<file path="config.mk">
export PLATFORM = sky130hd
export DESIGN_NAME = axi_read_arbiter
export DESIGN_NICKNAME = d
export VERILOG_FILES = /design/src/rtl/axi_read_arbiter.sv
export SDC_FILE = /design/constraint.sdc
export NUM_CORES = 1
export LEC_CHECK = 0
export CAP_MARGIN = 20
export CORE_UTILIZATION = 26
export CTS_CLUSTER_DIAMETER = 50
export DETAILED_ROUTE_END_ITERATION = 8
export PLACE_DENSITY = 0.79
export SLEW_MARGIN = 20
export SYNTH_ARGS = -nofsm -noshare
export SYNTH_HDL_FRONTEND = slang
export SYNTH_SLANG_ARGS = --single-unit
</file>
<file path="constraint.sdc">
create_clock -name clk -period 1.4 [get_ports clk]
set_input_delay 0.28 -clock clk [delete_from_list [all_inputs] [get_ports clk]]
set_output_delay 0.28 -clock clk [all_outputs]
set_load 0.02 [all_outputs]
</file>
<file path="src/rtl/axi_read_arbiter.sv">
// Shares one AXI read channel (AR + R) between the icache (S0) and the dcache (S1),
// one burst at a time, with a sticky check of received beats against ARLEN+1.
module axi_read_arbiter #(
    parameter bit         RR_MODE = 1'b1,
    parameter logic [3:0] S0_ID   = 4'd0,
    parameter logic [3:0] S1_ID   = 4'd1
) (
    input  logic        clk,
    input  logic        rst,

    input  logic [31:0] s0_araddr,
    input  logic [7:0]  s0_arlen,
    input  logic [1:0]  s0_arburst,
    input  logic        s0_arvalid,
    output logic        s0_arready,
    output logic [31:0] s0_rdata,
    output logic        s0_rlast,
    output logic        s0_rvalid,
    input  logic        s0_rready,

    input  logic [31:0] s1_araddr,
    input  logic [7:0]  s1_arlen,
    input  logic [1:0]  s1_arburst,
    input  logic        s1_arvalid,
    output logic        s1_arready,
    output logic [31:0] s1_rdata,
    output logic        s1_rlast,
    output logic        s1_rvalid,
    input  logic        s1_rready,

    output logic [3:0]  m_arid,
    output logic [31:0] m_araddr,
    output logic [7:0]  m_arlen,
    output logic [1:0]  m_arburst,
    output logic [2:0]  m_arsize,
    output logic        m_arvalid,
    input  logic        m_arready,
    input  logic [31:0] m_rdata,
    input  logic        m_rlast,
    input  logic        m_rvalid,
    output logic        m_rready,

    output logic        busy,
    output logic        protocol_err
);

    typedef enum logic [1:0] {
        IDLE = 2'd0,
        ADDR = 2'd1,
        DATA = 2'd2
    } state_t;

    state_t      state;
    state_t      state_next;
    logic        grant;
    logic        last_grant;
    logic [7:0]  beat_cnt;
    logic [7:0]  len_reg;

    logic        sel_arvalid;
    logic        sel_rready;
    logic [7:0]  sel_arlen;
    logic        pick;
    logic        ar_hs;
    logic        beat;

    assign sel_arvalid = grant ? s1_arvalid : s0_arvalid;
    assign sel_rready  = grant ? s1_rready  : s0_rready;
    assign sel_arlen   = grant ? s1_arlen   : s0_arlen;

    // On a tie, round-robin favours whoever was not served last; fixed mode favours the dcache.
    assign pick  = (s0_arvalid && s1_arvalid) ? (RR_MODE ? ~last_grant : 1'b1) : s1_arvalid;
    assign ar_hs = (state == ADDR) && sel_arvalid && m_arready;
    assign beat  = (state == DATA) && m_rvalid && sel_rready;

    assign s0_rdata     = m_rdata;
    assign s1_rdata     = m_rdata;
    assign m_arsize     = 3'b010;
    assign busy         = (state != IDLE);

    always_ff @(posedge clk or negedge rst) begin
        if (!rst) begin
            state <= IDLE;
        end else begin
            state <= state_next;
        end
    end

    always_comb begin
        state_next = state;
        m_arid     = 4'd0;
        m_araddr   = 32'd0;
        m_arlen    = 8'd0;
        m_arburst  = 2'd0;
        m_arvalid  = 1'b0;
        m_rready   = 1'b0;
        s0_arready = 1'b0;
        s1_arready = 1'b0;
        s0_rvalid  = 1'b0;
        s1_rvalid  = 1'b0;
        s0_rlast   = 1'b0;
        s1_rlast   = 1'b0;
        case (state)
            IDLE: begin
                if (s0_arvalid || s1_arvalid) begin
                    state_next = ADDR;
                end
            end
            ADDR: begin
                m_arid     = grant ? S1_ID : S0_ID;
                m_araddr   = grant ? s1_araddr : s0_araddr;
                m_arlen    = sel_arlen;
                m_arburst  = grant ? s1_arburst : s0_arburst;
                m_arvalid  = sel_arvalid;
                s0_arready = !grant && m_arready;
                s1_arready = grant && m_arready;
                if (ar_hs) begin
                    state_next = DATA;
                end else if (!sel_arvalid) begin
                    state_next = IDLE;
                end
            end
            DATA: begin
                s0_rvalid = !grant && m_rvalid;
                s1_rvalid = grant && m_rvalid;
                s0_rlast  = !grant && m_rlast;
                s1_rlast  = grant && m_rlast;
                m_rready  = sel_rready;
                if (beat && m_rlast) begin
                    state_next = IDLE;
                end
            end
            default: state_next = IDLE;
        endcase
    end

    // beat_cnt counts from 0, so a well-formed burst ends exactly when beat_cnt == len_reg.
    always_ff @(posedge clk or negedge rst) begin
        if (!rst) begin
            grant        <= 1'b0;
            last_grant   <= 1'b1;
            beat_cnt     <= 8'd0;
            len_reg      <= 8'd0;
            protocol_err <= 1'b0;
        end else begin
            if (state == IDLE && (s0_arvalid || s1_arvalid)) begin
                grant <= pick;
            end
            if (ar_hs) begin
                len_reg  <= sel_arlen;
                beat_cnt <= 8'd0;
            end
            if (beat) begin
                beat_cnt <= beat_cnt + 8'd1;
                if (m_rlast) begin
                    last_grant <= grant;
                    if (beat_cnt != len_reg) begin
                        protocol_err <= 1'b1;
                    end
                end else if (beat_cnt == len_reg) begin
                    protocol_err <= 1'b1;
                end
            end
        end
    end

endmodule
</file>
==> impl_metrics.yaml <==
outcome:
  run_status: "complete, but fails checks"
  failed_checks: "setup timing"
placed_design:
  gp_congestion: 0.8132
  port_buffers: 145
  hpwl_um: 6547
  placed_cells: 490
  placement.cell_area_um2: 3641
grt:
  number_of_global_route_vias_before_repair: 2328
  grt_first_pass_wirelength_um: 12460
  globalRouteOverflowTotal: 0
  grt.total_usage: 0.1850
  initial_antenna_violation_count: 0
  grt_start_max_net_pins: 32
clock_tree:
  total_clock_sinks: 21
  path_clk_slew_ps: 80
  worstSkewPairLatency_ps: 270
  cts.root.buffer_cell: "sky130_fd_sc_hd__clkbuf_8"
  clock_path_buffers: 2
  cts-htree-levels: 1
  clock_tree_from_tritoncts: "yes"
  cts-buffers-inserted: 3
  cts.hold.buffers_added: 0
worst_hold_path:
  min-delay-path-class: "primary input to async pin"
synth:
  synthTopCellsByCount: "sky130_fd_sc_hd__buf_4 (70), sky130_fd_sc_hd__nor2_1 (48), sky130_fd_sc_hd__mux2i_1 (44)"
  ys.warnings.count: 0
  ys_top_cells_by_area: "sky130_fd_sc_hd__buf_4 (23%), sky130_fd_sc_hd__dfrtp_1 (22%), sky130_fd_sc_hd__mux2i_1 (19%)"
  synth.distinct_cells: 37
  ys_seq_elements: 21
  synthMostInstantiatedCell: "sky130_fd_sc_hd__buf_4"
  ys_dominant_reg_cell: "sky130_fd_sc_hd__dfrtp_1"
  synth_enable_flop_cells: 0
  synth-async-reset-ratio: 1.000
  netlist.area_leader.share: 0.2309
  synth_cells: 279
  synth_sequential_area_ratio: 0.2314
  yosysTopAreaCell: "sky130_fd_sc_hd__buf_4"
  synth_area_per_cell_um2: 8.157
  mappedNetlistArea_um2: 2276
finish:
  final_area_um2: 3904
  antenna_cells: 0
  layout.nets: 530
  finalCoreUtilization: 0.4680
  drive_above_1_share: 0.3548
  final_cell_count_no_fill: 508
  area.growth.synth_to_final_pct: 71.52
routing:
  vias_per_cell: 4.496
  drt-pass1-iter-count: 5
  dr_total_vias: 2284
  drt_wl_total_um: 8565
  initialDrtViolationCount: 82
  post_drt_wl_per_cell_um: 16.86
  drt.antenna.violating_nets: 0
  count_of_unresolved_drc_violations_after_routing: 0
sta:
  unrepaired_setup_endpoints_after_global_routing: "true"
  maxSlewViolCount: 0
  setup-violations-final: 70
  finalClockSkew_ps: 2.923
  fmax_ghz: 0.5690
  fin_hold_ws_ps: 360.0
  period_needed_ps: 1758
  period_share: 1.255
  final_hold_viol_count: 0
  setup_slack_ps: -357.5
critical_path:
  crit_path_start_kind: "flip-flop"
  worst-r2r-setup-slack_ps: -320
  timing.critical_path.fanout_max: 5
  timing.critical_path.required_ps: 1120
  crit-reg2reg-capture: "beat_cnt[6]"
  worst_ep_arrival_time_ps: 1480
  end_kind: "output pin"
  setup.worst_path.class: "flip-flop to output pin"
  timing.rr.start: "grant"
  timing.reg2reg.worst_path_depth: 6
die:
  die_x_um: 95.56
  die_area_um2: 9132
  rows: 33
  floorplan.initialDensity: 0.2729
  die_y_um: 95.56
  boundaryPins: 248
  core_area_um2: 8341
power_and_ir_drop:
  power_density_nw_per_um2: 1779
  ir_worst_vdd_mv: 0.6334
  power.leakage_nw: 1.931
flow_run:
  max_cap_viol_count: 0
[layout make-up]
type                       instances  area [µm²]
fill                             810        4437
sequential                        21       529.3
timing repair buffer             199        1862
clock inverter                     1       5.005
tap                              105       131.4
multi-input combinational        177        1328
inverter                           2       7.507
clock buffer                       3       41.29
[critical path: stages, from the launching register on]
cell and delay (ps):
sky130_fd_sc_hd__dfrtp_2 420, sky130_fd_sc_hd__buf_6 170, sky130_fd_sc_hd__buf_12 140, sky130_fd_sc_hd__mux2i_2 240
sky130_fd_sc_hd__nor2_1 70, sky130_fd_sc_hd__buf_2 160
[how the worst max path moves through the flow]
stage | endpoint | startpoint
3_5_place_dp | m_arvalid | s0_arvalid
3_3_place_gp | m_arvalid | s1_arvalid
5_1_grt | m_arlen[7] | grant
4_1_cts | m_araddr[11] | grant
6_report | m_araddr[25] | grant
2_1_floorplan | beat_cnt[4] | grant
[per-stage QoR]
stage | power (W) | setup slack [ps] | setup TNS [ps]
final | 0.006946 | -357.5 | -16800
after global placement | 0.005794 | -519.5 | -25510
after CTS | 0.006680 | -336.8 | -16160
after detailed placement | 0.005866 | -531.7 | -26310
after global routing | 0.007371 | -390.2 | -21240
after floorplan | 0.003753 | -67.17 | -2802
[report_power, final]
group	switching [W]	internal [W]	total (W)
Clock	0.000211	0.000199	0.000410
Combinational	0.00269	0.00283	0.00552
Sequential	0.000189	0.000827	0.00102
Total	0.00309	0.00386	0.00695
[logic make-up after synthesis]
| family | synth area share |
|---|---|
| xor+xnor | 0.03848 |
| flops | 0.2314 |
| buf+inv | 0.2622 |
| fa+ha+maj | 0.005497 |
| compound gates | 0.04123 |
| mux | 0.2232 |
| simple gates | 0.1946 |
| other cells | 0.003300 |
[cell usage in the layout, fill, tap and decap left out, types with 3 or more instances in the layout]
cell type	synthesis	routed
sky130_fd_sc_hd__nand2_1	15	14
sky130_fd_sc_hd__mux2i_2	0	9
sky130_fd_sc_hd__xor2_1	10	10
sky130_fd_sc_hd__mux2i_1	44	32
sky130_fd_sc_hd__buf_6	1	13
sky130_fd_sc_hd__and3_1	6	3
sky130_fd_sc_hd__and2_1	3	3
sky130_fd_sc_hd__and3_4	0	3
sky130_fd_sc_hd__nor2_1	48	46
sky130_fd_sc_hd__clkdlybuf4s50_1	0	92
sky130_fd_sc_hd__mux2i_4	1	4
sky130_fd_sc_hd__buf_4	70	69
sky130_fd_sc_hd__buf_16	0	3
sky130_fd_sc_hd__buf_12	0	4
sky130_fd_sc_hd__o21ai_0	12	7
sky130_fd_sc_hd__conb_1	2	6
sky130_fd_sc_hd__nand3_1	5	5
sky130_fd_sc_hd__buf_2	5	16
sky130_fd_sc_hd__clkbuf_8	0	3
sky130_fd_sc_hd__dfrtp_1	20	18
sky130_fd_sc_hd__o21ai_1	0	5
[per-layer routing]
layer,GRT usage,wire (µm),vias to the layer above
li1,-,-,1100
met1,0.1963,3112,1048
met2,0.3440,4517,112
met3,0.05821,771,24
met4,0.05970,164,0
met5,0,0,-
[timing repair]
action,in CTS,in global routing
pin swaps,9,4
resized for setup,279,23
endpoints found under the setup margin,72,71
gates cloned,4,1
setup buffers,9,0
Power figures use the tool's default switching activity.
==> RTL change 1: new RTL, same settings <==
`RR_MODE`: 1'b1 -> 1'b0.
--- a/src/rtl/axi_read_arbiter.sv
+++ b/src/rtl/axi_read_arbiter.sv
@@ -2,5 +2,5 @@
 // one burst at a time, with a sticky check of received beats against ARLEN+1.
 module axi_read_arbiter #(
-    parameter bit         RR_MODE = 1'b1,
+    parameter bit         RR_MODE = 1'b0,
     parameter logic [3:0] S0_ID   = 4'd0,
     parameter logic [3:0] S1_ID   = 4'd1
Check against the original RTL: not equivalent (a bounded check fails within 4 cycles, from zero or initial values and one cycle with rst low).
==> RTL change 1 against the original RTL <==
- cell area rose by 34%
- sequential share of layout area is 3.9 points lower
- routed wire length down 2.2%
- synthesized cell count is 1.8% lower
- synthesized area fell by 0.22%
- setup slack worse by 0.097 ns
- sequential cell count decreased by 1
- cell count is 3.5% higher
- global-route usage down 0.35 points
- total power grew 44%
- fmax shrank 5.2%
- die area decreased by 0.22%
- non-clock buffer count rose by 24
- sequential power decreased by 7%
- the flow still finishes with violations (setup timing)
==> RTL change 1: results (changes against the original RTL) <==
The run finished, with violations left. The final reports fail on setup timing. The area fraction in compound gates after synthesis was 3.80% (-0.32 points). The total of fill cells in the finished design was 632 (-22%).

The H-tree depth is 1 (unchanged), and the adder and majority gate portion of the synthesized area is 0.551% (+0.0012 points). The logs give 19.2% (-0.42 points) for the met1 routing resource usage after global routing and 12,600 um (+1.4%) for the wire length of the first global-routing pass. The highest net fanout along the worst path was 7 (+2).

The share of cells above drive strength 1 came out at 59.9% (+24 points). After synthesis, the cell types taking the most area are buf_4 (24%), dfrtp_1 (22%), mux2i_1 (20%). For the estimated wirelength of the detail-placed design, the log shows 5760 um (-12%). The logs give 493 (+0.61%) for the number of cells in the design after placement and 499 um (-35%) for the met3 wirelength from detailed routing. By count the netlist is led by buf_4 (72), nor2_1 (59), mux2i_1 (46). The run gives 2800 um (-10%) as the length of routed wiring on met1.

The via count of the first global-routing pass is 2,598 (+12%), and the proportion of total power due to net switching is 41.8% (-2.7 points). Mux cell area share after synthesis: 23.7% (+1.4 points). The distinct cell type count of the synthesized netlist was 37 (unchanged). The total negative slack was -25.00 ns (-8.20 ns).

The tools report the first-pass detailed-route iteration total as 4 (-1). The run gives 3.11% (-2.7 points) as the met3 routing resource usage after global routing. The logs give 548 (+3.4%) for the final-stage net count and 0.00110 V (+74%) for the highest ir drop seen on vdd.

The logs give 0 (unchanged) for the number of diodes added for antenna fixing and 46 (-44%) for the number of design-rule violations left by the first detailed-router iteration. The final setup slack of the worst path is -0.454 ns (-0.0967 ns). The setup clock skew after layout came out at 0.00783 ns (+0.00490 ns).

The logs give 0.350 ns (-0.0100 ns) for the worst slack on hold paths and 22.0% (-1.1 points) for the share of the yosys chip area belonging to registers. The maximum number of pins on one net before global-route repair is 21 (-34%), and the arrival time of data at the critical path endpoint is 2.00 ns (+0.52 ns). The placer congestion estimate came out at 0.765 (-5.9%). In this run the worst setup path begins at grant$_DFFE_PN0P_. In this run the worst setup path terminates at beat_cnt[0]$_DFFE_PN0P_. For the wire length on met2, the log shows 4920 um (+8.8%).

The final setup violation count is 70 (unchanged). Type of the tightest min-delay check: input port to async pin. The via total after detailed routing is 2,385 (+4.4%), and the total global-route track usage is 18.1% (-0.35 points). For the clock network latency to the later pin of the worst-skew pair, the log shows 0.27 ns (about the same). The run gives 4000 um2 (+10%) as the post-placement cell area. The routed via count divided by cell count is 4.53 (+0.85%), and the static leakage power is 2.06 nW (+6.5%). The post-place setup slack was -0.528 ns (+0.00338 ns); the total routed wirelength was 8370 um (-2.2%). The global routing usage on met2 is 34.9% (+0.48 points).

The average size of a mapped cell is 8.29 um2 (+1.6%), and the xor/xnor cell area share of the yosys netlist is 3.86% (+0.0085 points). The cell depth of the worst flop-to-flop path is 8 (+2).
==> RTL change 1: cell types whose count changed in the layout (fill, tap and decap cells not counted), moves of 6 or more <==
cell / change
buf_6: +46
mux2i_4: +37
mux2i_2: -8
o21ai_0: -6
nor2_1: -39
nand2_1: -9
buf_12: +7
buf_8: +6
mux2i_1: -26
nor2_4: +46
buf_2: -16
buf_4: -20
==> RTL change 1: what timing repair did <==
action | CTS | global route
gates resized for setup | 433 | 33
buffers inserted | 18 | 9
hold endpoints to repair | 0 | 0
gates cloned | 5 | 1
hold buffers | 0 | 0
setup endpoints to repair | 71 | 71
pin swaps | 11 | 13
==> RTL change 1: area by class of cell <==
| cell class | count | area, um2 | area share (%) |
|---|---|---|---|
| Inverter | 2 | 7.51 | 0.144 |
| Clock buffer | 4 | 45.0 | 0.864 |
| Sequential cell | 20 | 503 | 9.65 |
| Tap cell | 105 | 131 | 2.52 |
| Multi-Input combinational cell | 172 | 2120 | 40.6 |
| Timing Repair Buffer | 223 | 2410 | 46.2 |
==> RTL change 1: worst max-delay path: cells and delay by family (launching register included) <==
kind	cells	cell delay [ns]
buffers and inverters	4	0.60
flip-flops	1	0.43
multiplexers	2	0.45
AND/OR/NAND/NOR	2	0.26
==> RTL change 1: cell families (layout without fill, tap and decap cells) <==
group / count (synthesis) / in the layout
compound gates: 14 / 14
xor+xnor: 10 / 10
fa+ha+maj: 1 / 1
buf+inv: 86 / 229
flops: 20 / 20
mux: 51 / 51
other cells: 2 / 6
simple gates: 90 / 90
==> RTL change 1: power by group through the flow <==
stage	registers [mW]	clock network (mW)	logic [mW]
floorplan	0.927	0	3.61
global placement	0.934	0	5.60
detailed placement	0.946	0	5.69
CTS	0.932	0.408	8.21
global route	0.977	0.428	9.06
finish	0.949	0.403	8.64
==> RTL change 2: new RTL, config.mk and constraints unchanged <==
Made on the original files. Re-encode `state_t` (3 states) as one-hot, 3 bits wide.
--- a/src/rtl/axi_read_arbiter.sv
+++ b/src/rtl/axi_read_arbiter.sv
@@ -45,8 +45,8 @@
 );
 
-    typedef enum logic [1:0] {
-        IDLE = 2'd0,
-        ADDR = 2'd1,
-        DATA = 2'd2
+    typedef enum logic [2:0] {
+        IDLE = 3'b001,
+        ADDR = 3'b010,
+        DATA = 3'b100
     } state_t;
 
Behaviour: same outputs for any inputs over 10 cycles, from zero or initial values and one cycle with rst low; not proved beyond that.
==> RTL change 2 against the original RTL <==
- the run still ends with setup timing left
- die area rose by 3.8%
- critical path depth is 1 lower
- cell area up 24%
- largest power group unchanged
- utilization grew 8.6 points
- clock skew increased by 0.0026 ns
- routed wire length is 6.0% lower
- fmax is 2.8% lower
- setup slack got worse by 0.051 ns
- critical path type unchanged
- synthesized area up 3.8%
- combinational power fell by 2%
- sequential cell count is 1 higher
- total power fell by 2.1%
==> RTL change 2: results (changes against the original RTL) <==
The via count of the first global-routing pass was 2,640 (+13%). The global routing usage on met2 is 33.2% (-1.3 points). The adder and majority gate portion of the synthesized area is 0.529% (-0.020 points). The share of cells above drive strength 1 is 55.6% (+20 points). The run gives 6.80 mW (-2.1%) as the post-route total power. The run finished, with violations left.

The logs give 0.783 (-3.7%) for the placer congestion estimate and 12,400 um (-0.28%) for the wire length of the first global-routing pass. The reported combinational group power was 5.41 mW (-2%); the xor/xnor cell area share of the yosys netlist was 3.34% (-0.51 points). The highest net fanout along the worst path works out to 9 (+4).

Final cell count without fillers: 529 (+4.1%). The highest ir drop seen on vdd was 0.000745 V (+18%). Worst reg-to-reg setup slack: -0.25 ns (+0.07 ns). The distinct cell type count of the synthesized netlist was 40 (+8.1%). The number of cells in the design after placement came out at 504 (+2.9%). The final reports fail on setup timing. The cell count after synthesis was 281 (+0.72%); the maximum number of pins on one net before global-route repair was 23 (-28%). The run gives 74 (+5.7%) as the final setup violation count. The mux cell area share after synthesis was 21.4% (-0.88 points); the number of design-rule violations left by the first detailed-router iteration was 27 (-67%). The share of the yosys chip area belonging to registers is 23.4% (+0.25 points), and the number of gates resized after CTS is 365 (+31%). The wire length on met2 was 4680 um (+3.6%); the final setup slack of the worst path was -0.408 ns (-0.0507 ns).

The arrival time of data at the critical path endpoint came out at 1.53 ns (+0.05 ns). Total negative slack: -22.66 ns (-5.85 ns). The final-stage net count was 548 (+3.4%); the static leakage power was 2.15 nW (+11%).

For the length of routed wiring on met1, the log shows 2680 um (-14%). The run gives -0.616 ns (-0.0842 ns) as the post-place setup slack. The cell depth of the worst flop-to-flop path came out at 8 (+2). The worst slack on hold paths is 0.363 ns (+0.00288 ns). After synthesis, the most frequently instantiated cells are buf_4 (72), mux2i_1 (45), nor2_1 (45).

The met1 routing resource usage after global routing was 15.7% (-4.0 points); the total routed wirelength was 8050 um (-6.0%).
RTL change 2: area by class of cell:
| class | count | area [um2] |
|---|---|---|
| fillers | 750 | 3910 |
| repair buffers | 216 | 2280 |
| multi-input cells | 176 | 1830 |
| inverters | 3 | 11.3 |
| flip-flops and latches | 22 | 554 |
| clock buffers | 4 | 45.0 |
| well taps | 108 | 135 |
RTL change 2: critical path, stage by stage (launching register included):
cell and delay (ns):
dfstp_2 0.37, or3b_4 0.48, buf_12 0.19, nor2_4 0.10, buf_6 0.12
RTL change 2: worst max-delay path by stage:
stage	slack, ns	startpoint	to
global placement	-0.61	state[0]$_DFFE_PN1P_	m_arlen[7]
finish	-0.41	state[0]$_DFFE_PN1P_	m_araddr[31]
global route	-0.46	state[2]$_DFFE_PN0P_	m_araddr[23]
CTS	-0.46	state[0]$_DFFE_PN1P_	m_araddr[25]
floorplan	-0.16	state[2]$_DFFE_PN0P_	m_araddr[0]
detailed placement	-0.62	state[2]$_DFFE_PN0P_	m_araddr[25]
